$ cat src/rtl/adc_scan_scheduler_pkg.sv
// Shared types and helpers for the ADC scan scheduler: FSM state encoding,
// default channel geometry and the circular next-set-bit search.
package adc_scan_pkg;

    localparam int N_CH_DEF = 13;
    localparam int CH_W_DEF = 4;

    typedef enum logic [1:0] {
        IDLE      = 2'd0,
        WAIT_TICK = 2'd1,
        REQ       = 2'd2,
        DONE      = 2'd3
    } scan_state_t;

    // First set bit strictly after cur (below n), wrapping; returns cur if none other is set.
    function automatic int next_set(logic [31:0] mask, int cur, int n);
        int   res;
        logic found;
        res   = cur;
        found = 1'b0;
        for (int i = 0; i < 32; i++) begin
            if (!found && i > cur && i < n && mask[i[4:0]]) begin
                res   = i;
                found = 1'b1;
            end
        end
        for (int i = 0; i < 32; i++) begin
            if (!found && i <= cur && i < n && mask[i[4:0]]) begin
                res   = i;
                found = 1'b1;
            end
        end
        return res;
    endfunction

endpackage

$ cat src/rtl/adc_scan_scheduler_if.sv
// Reader handshake (rd_*) and display-path sample strobe (smp_*, frame_done).
interface adc_scan_scheduler_if
    import adc_scan_pkg::*;
#(
    parameter int CH_W   = CH_W_DEF,
    parameter int DATA_W = 12
);
    logic              rd_req;
    logic [CH_W-1:0]   rd_ch;
    logic              rd_ack;
    logic [DATA_W-1:0] rd_data;
    logic              smp_valid;
    logic [CH_W-1:0]   smp_ch;
    logic [DATA_W-1:0] smp_data;
    logic              frame_done;

    modport master (
        output rd_req, rd_ch, smp_valid, smp_ch, smp_data, frame_done,
        input  rd_ack, rd_data
    );

    modport slave (
        input  rd_req, rd_ch, smp_valid, smp_ch, smp_data, frame_done,
        output rd_ack, rd_data
    );
endinterface

$ cat src/rtl/adc_scan_scheduler_tick_divider.sv
// Scan-rate prescaler: counts 0..PRESC_M-1 while enabled, tick on the last count.
module tick_divider #(
    parameter int PRESC_W = 17,
    parameter int PRESC_M = 100000
) (
    input  logic clk,
    input  logic reset,
    input  logic en,
    output logic tick
);
    localparam logic [PRESC_W-1:0] LAST = PRESC_W'(PRESC_M - 1);

    logic [PRESC_W-1:0] count;

    always_ff @(posedge clk) begin
        if (reset || !en) begin
            count <= '0;
        end else if (count == LAST) begin
            count <= '0;
        end else begin
            count <= count + PRESC_W'(1);
        end
    end

    assign tick = en && (count == LAST);
endmodule

$ cat src/rtl/adc_scan_scheduler.sv
// Round-robin ADC scan scheduler: one read request per prescaler tick, results
// forwarded as sample strobes. Optional channel mask via ADC_SCAN_CH_MASK_EN.
//
// state     | meaning
// IDLE      | scanning disabled
// WAIT_TICK | armed, waiting for the next prescaler tick
// REQ       | rd_req held for the current channel until rd_ack
// DONE      | one-cycle sample strobe, pointer already advanced
module adc_scan_scheduler
    import adc_scan_pkg::*;
#(
    parameter int N_CH    = N_CH_DEF,
    parameter int CH_W    = CH_W_DEF,
    parameter int DATA_W  = 12,
    parameter int PRESC_W = 17,
    parameter int PRESC_M = 100000
) (
    input  logic                   clk,
    input  logic                   reset,
    input  logic                   enable,
`ifdef ADC_SCAN_CH_MASK_EN
    input  logic [N_CH-1:0]        ch_mask,
`endif
    adc_scan_scheduler_if.master   bus,
    output logic                   overrun
);
    logic            tick;
    logic [31:0]     mask_ext;
    scan_state_t     state;
    logic [CH_W-1:0] ptr;
    logic [CH_W-1:0] ptr_next;
    logic [CH_W-1:0] req_ch;
    logic            ptr_en;
    logic            wrap;

    tick_divider #(
        .PRESC_W (PRESC_W),
        .PRESC_M (PRESC_M)
    ) u_tick (
        .clk   (clk),
        .reset (reset),
        .en    (enable),
        .tick  (tick)
    );

`ifdef ADC_SCAN_CH_MASK_EN
    assign mask_ext = 32'(ch_mask);
`else
    localparam logic [N_CH-1:0] ALL_CH = '1;
    assign mask_ext = 32'(ALL_CH);
`endif

    // A disabled current channel is skipped before the request is launched.
    always_comb begin
        ptr_en   = |(mask_ext & (32'd1 << ptr));
        ptr_next = CH_W'(next_set(mask_ext, int'(ptr), N_CH));
        req_ch   = ptr_en ? ptr : ptr_next;
        wrap     = (ptr_next <= ptr);
    end

    always_ff @(posedge clk) begin
        if (reset) begin
            state          <= IDLE;
            ptr            <= '0;
            overrun        <= 1'b0;
            bus.rd_req     <= 1'b0;
            bus.rd_ch      <= '0;
            bus.smp_valid  <= 1'b0;
            bus.smp_ch     <= '0;
            bus.smp_data   <= '0;
            bus.frame_done <= 1'b0;
        end else begin
            bus.smp_valid  <= 1'b0;
            bus.frame_done <= 1'b0;
            case (state)
                IDLE: begin
                    if (enable) state <= WAIT_TICK;
                end
                WAIT_TICK: begin
                    if (!enable) begin
                        state <= IDLE;
                    end else if (tick && (mask_ext != '0)) begin
                        ptr        <= req_ch;
                        bus.rd_req <= 1'b1;
                        bus.rd_ch  <= req_ch;
                        state      <= REQ;
                    end
                end
                REQ: begin
                    if (tick) overrun <= 1'b1;
                    if (bus.rd_ack) begin
                        bus.rd_req     <= 1'b0;
                        bus.smp_valid  <= 1'b1;
                        bus.smp_ch     <= ptr;
                        bus.smp_data   <= bus.rd_data;
                        bus.frame_done <= wrap;
                        ptr            <= ptr_next;
                        state          <= DONE;
                    end
                end
                DONE: begin
                    if (tick) overrun <= 1'b1;
                    state <= enable ? WAIT_TICK : IDLE;
                end
                default: state <= IDLE;
            endcase
        end
    end
endmodule

$ cat src/flat_wrapper.sv
// flat-port wrapper written by rule: the top's interface ports become plain ports
module adc_scan_scheduler_flat import adc_scan_pkg::*;
#(
    parameter int N_CH    = N_CH_DEF,
    parameter int CH_W    = CH_W_DEF,
    parameter int DATA_W  = 12,
    parameter int PRESC_W = 17,
    parameter int PRESC_M = 100000
)
  (clk, reset, enable, overrun, bus_rd_req, bus_rd_ch, bus_smp_valid, bus_smp_ch, bus_smp_data, bus_frame_done, bus_rd_ack, bus_rd_data);
  adc_scan_scheduler_if #(.CH_W(CH_W), .DATA_W(DATA_W)) bus_i ();
  input  logic clk;
  input  logic reset;
  input  logic enable;
  output logic overrun;
  output wire logic [$bits(bus_i.rd_req)-1:0] bus_rd_req;
  output wire logic [$bits(bus_i.rd_ch)-1:0] bus_rd_ch;
  output wire logic [$bits(bus_i.smp_valid)-1:0] bus_smp_valid;
  output wire logic [$bits(bus_i.smp_ch)-1:0] bus_smp_ch;
  output wire logic [$bits(bus_i.smp_data)-1:0] bus_smp_data;
  output wire logic [$bits(bus_i.frame_done)-1:0] bus_frame_done;
  input wire logic [$bits(bus_i.rd_ack)-1:0] bus_rd_ack;
  input wire logic [$bits(bus_i.rd_data)-1:0] bus_rd_data;
  assign bus_rd_req = bus_i.rd_req;
  assign bus_rd_ch = bus_i.rd_ch;
  assign bus_smp_valid = bus_i.smp_valid;
  assign bus_smp_ch = bus_i.smp_ch;
  assign bus_smp_data = bus_i.smp_data;
  assign bus_frame_done = bus_i.frame_done;
  assign bus_i.rd_ack = bus_rd_ack;
  assign bus_i.rd_data = bus_rd_data;
  adc_scan_scheduler #(.N_CH(N_CH), .CH_W(CH_W), .DATA_W(DATA_W), .PRESC_W(PRESC_W), .PRESC_M(PRESC_M)) u_core (.clk(clk), .reset(reset), .enable(enable), .bus(bus_i), .overrun(overrun));
endmodule
$ cat config.mk
export PLATFORM = sky130hd
export DESIGN_NAME = adc_scan_scheduler_flat
export DESIGN_NICKNAME = d
export VERILOG_FILES = /design/src/rtl/adc_scan_scheduler_pkg.sv /design/src/rtl/adc_scan_scheduler_if.sv /design/src/rtl/adc_scan_scheduler_tick_divider.sv /design/src/rtl/adc_scan_scheduler.sv /design/src/flat_wrapper.sv
export SDC_FILE = /design/constraint.sdc
export NUM_CORES = 1
export LEC_CHECK = 0
export CAP_MARGIN = 10
export CORE_ASPECT_RATIO = 2
export CORE_MARGIN = 8
export CORE_UTILIZATION = 57
export CTS_BUF_LIST = sky130_fd_sc_hd__clkbuf_8
export DETAILED_ROUTE_END_ITERATION = 7
export GPL_TIMING_DRIVEN = 0
export PLACE_DENSITY = 0.87
export REMOVE_ABC_BUFFERS = 1
export SLEW_MARGIN = 0
export SYNTH_ARGS = -nofsm -noshare
export SYNTH_HDL_FRONTEND = slang
export SYNTH_HIERARCHICAL = 1
export SYNTH_SLANG_ARGS = --single-unit
$ cat constraint.sdc
create_clock -name clk -period 3.8 [get_ports clk]
set_input_delay 0.76 -clock clk [delete_from_list [all_inputs] [get_ports clk]]
set_output_delay 0.76 -clock clk [all_outputs]
set_load 0.005 [all_outputs]
==> metrics.cfg <==
[sta]
worst_margin_pin_slew_ns = 1.07
maximum_clock_skew_at_final_layout_ns = 0.00675
post-route-period-util_pct = 69.8
rsz0062_at_grt = no
slew_headroom_pct = 28.7
timing.final.setup_violations = 0
min_tclk_post_route_ns = 2.65
fmaxAchievable_ghz = 0.377
slew_viol_final = 0
count_of_endpoints_failing_hold_in_the_final_timing_report = 0
setup_tns_ns = 0

[die]
dieArea_sq_mm = 0.00598
ios = 40
die_width_microns = 58.8
fp.coreArea_sq_mm = 0.00357
die-height_microns = 102
initial_utilization_pct = 58.6
placementRows = 31

[clock_network]
clock_sink_count = 47
worst_skew_pair_latency_ns = 0.30
cts_max_level = 2
cts-buffers-inserted = 5
post_cts.resized_instances = 0
cts.path.max_buffers = 2
postCtsSetupBuffers = 0
cts_tree = built
cts_root_buf = clkbuf_8
post_cts_hold_buffer_count = 0
cts.clk_slew.worst_paths_ns = 0.08

[detailed_routing]
drt_antenna_net_count = 0
drc = 0
route.met3.wl_microns = 240
top_layer_used = met4
vias = 1838
route.detailed.vias_per_inst = 5.54
drt-pass1-iter-count = 4
routedWlPerCell_microns = 13.9
starting_drc_count_in_detailed_routing = 39
detailroute.wirelength.met2_microns = 2640
route.final.wire_length_microns = 4620
routedLengthMet1_microns = 1620

[global_route]
grtUsageTotal_pct = 15.7
pin_count_of_the_biggest_net_entering_global_routing = 31
global_route.overflow_total = 0
grt_antenna_before_repair = 0
grt_pass1_vias = 1779
grt_pass1_wl_microns = 7490

[power_and_ir_drop]
fin_total_pwr_uw = 901
power_density_mw_per_mm2 = 350
leakage_uw = 0.000824
peakVddDrop_v = 0.000359

[layout]
antenna_cells = 0
fin_nets = 303
layout-area-overhead-vs-synth_pct = 23.1
final_layout_size_suffix_gt1_share_pct = 6.71
layout.filler_cells = 297
layout.area.seq_sq_um = 941
multi_input_area_sq_mm = 0.00104
util_after_layout_pct = 72.1
final_cells = 332

[critical_path]
worst_setup_start_kind = input port
required_arrival_time_at_the_worst_endpoint_ns = 3.99
timing.critical_path.arrival_ns = 2.84
largest_fanout_of_any_net_on_the_critical_path = 8
criticalPathCategory = in -> reg
timing.critical_path.to_type = flip-flop

[outcome]
status = finished, final reports clean

[synth]
syn_avg_cell_area_sq_um = 8.43
synth-edff-count = 0
netlist_instances = 248
synth_seq_cells = 47
synth_top_cell_by_area = dfxtp_1
ys_types = 37
netlist_top_cells_area = dfxtp_1, nand2_1, a21oi_1
postSynth.topFlopCell = dfxtp_1
proportion_of_synthesized_flip_flops_having_asynchronous_set_or_reset_pct = 0
yosysWarningCount = 6
yosysSeqAreaShare_pct = 45.0
cell_area_after_synthesis_sq_mm = 0.00209
post-synth-top-area-fraction_pct = 45.0
synth_common_cells = dfxtp_1, nand2_1, a21oi_1

[run]
reported_max_cap_violation_count = 0

[placement]
gp_routability_congestion = 0.762
port_buffers = 39
place.detailed.hpwl_microns = 3360
numPlacedInstances = 324

[hold_path]
classification_of_the_worst_slack_hold_path = reg -> reg

## layer usage
| metal | vias up | global-route usage [%] |
|---|---|---|
| met2 | 67 | 31.8 |
| met5 | - | 0 |
| met4 | 0 | 8.35 |
| met3 | 13 | 3.05 |
| met1 | 848 | 13.2 |
| li1 | 910 | - |
## critical path, stage by stage
cell and delay [ns]:
clkdlybuf4s50_1 0.56, inv_1 0.08, nor4_1 0.57, nand4b_2 0.34, nand2_2 0.21, nor2_1 0.07, a311oi_1 0.25
## per-stage QoR
stage	area (sq um)	setup slack (ns)	hold WS (ns)
final	2570	1.15	0.455
after global routing	2570	0.944	0.468
after CTS	2570	1.15	0.458
after detailed placement	2450	0.860	0.446
after global placement	2450	0.912	0.438
after floorplan	2000	1.64	0.429
## cell families after synthesis
kind of cell / count (synthesis) / share of synthesized area [%]
flops: 47 / 45.0
mux: 1 / 0.479
xor+xnor: 14 / 5.87
buf+inv: 19 / 5.39
fa+ha+maj: 5 / 2.99
simple gates: 119 / 27.8
compound gates: 43 / 12.4
## power breakdown
part | internal (uW) | total (uW) | switching (uW)
Sequential | 494 | 497 | 2.94
Clock | 213 | 373 | 160
Combinational | 17.5 | 31.5 | 14.0
Total | 724 | 901 | 177
## layout by cell type (no fill, tap or decap), types with 2 or more instances in the layout
| cell type | netlist | layout |
|---|---|---|
| nor3_1 | 4 | 4 |
| nor2_1 | 25 | 25 |
| ha_1 | 5 | 5 |
| dfxtp_1 | 47 | 47 |
| xor2_1 | 2 | 2 |
| nand3_2 | 2 | 2 |
| nand3b_1 | 2 | 2 |
| xnor2_1 | 12 | 12 |
| clkbuf_8 | 0 | 6 |
| nand4_1 | 5 | 5 |
| inv_1 | 7 | 7 |
| a21oi_1 | 30 | 30 |
| nand3_1 | 14 | 14 |
| nand2b_1 | 3 | 3 |
| o21ai_0 | 6 | 6 |
| or3_1 | 3 | 3 |
| nor4_1 | 5 | 5 |
| a311oi_1 | 2 | 2 |
| clkdlybuf4s50_1 | 0 | 39 |
| nand2_1 | 47 | 47 |
## worst paths after layout
check / from / endpoint / slack, ns / cells past startpoint
min: u_core/bus.smp_ch[2] / u_core/bus.smp_ch[2] / 0.46 / 2
max: enable / u_core/ptr[3] / 1.15 / 7
max reg2reg: u_core/u_tick/count[0] / u_core/ptr[3] / 1.22 / 8
min reg2reg: u_core/bus.smp_ch[2] / u_core/bus.smp_ch[2] / 0.46 / 2
## cell type report
type                    instances  share of cell area [%]
multi-input cells             182                    40.3
repair buffers                 39                    15.2
flip-flops and latches         47                    36.6
clock buffers                   6                    3.21
clock inverters                 2                    1.36
inverters                       7                    1.02
well taps                      49                    2.38
## sequential cells by signal, summed over array words and instances (netlist names), named ones only
| name | cells |
|---|---|
| u_core/bus.smp_valid | 1 |
| u_core/bus.frame_done | 1 |
| u_core/bus.smp_ch | 4 |
| u_core/overrun | 1 |
| u_core/bus.rd_req | 1 |
| u_core/bus.smp_data | 12 |
| u_core/ptr | 4 |
| u_core/u_tick/count | 17 |
| u_core/state | 1 |
| u_core/bus.rd_ch | 4 |
Power figures use the tool's default switching activity.
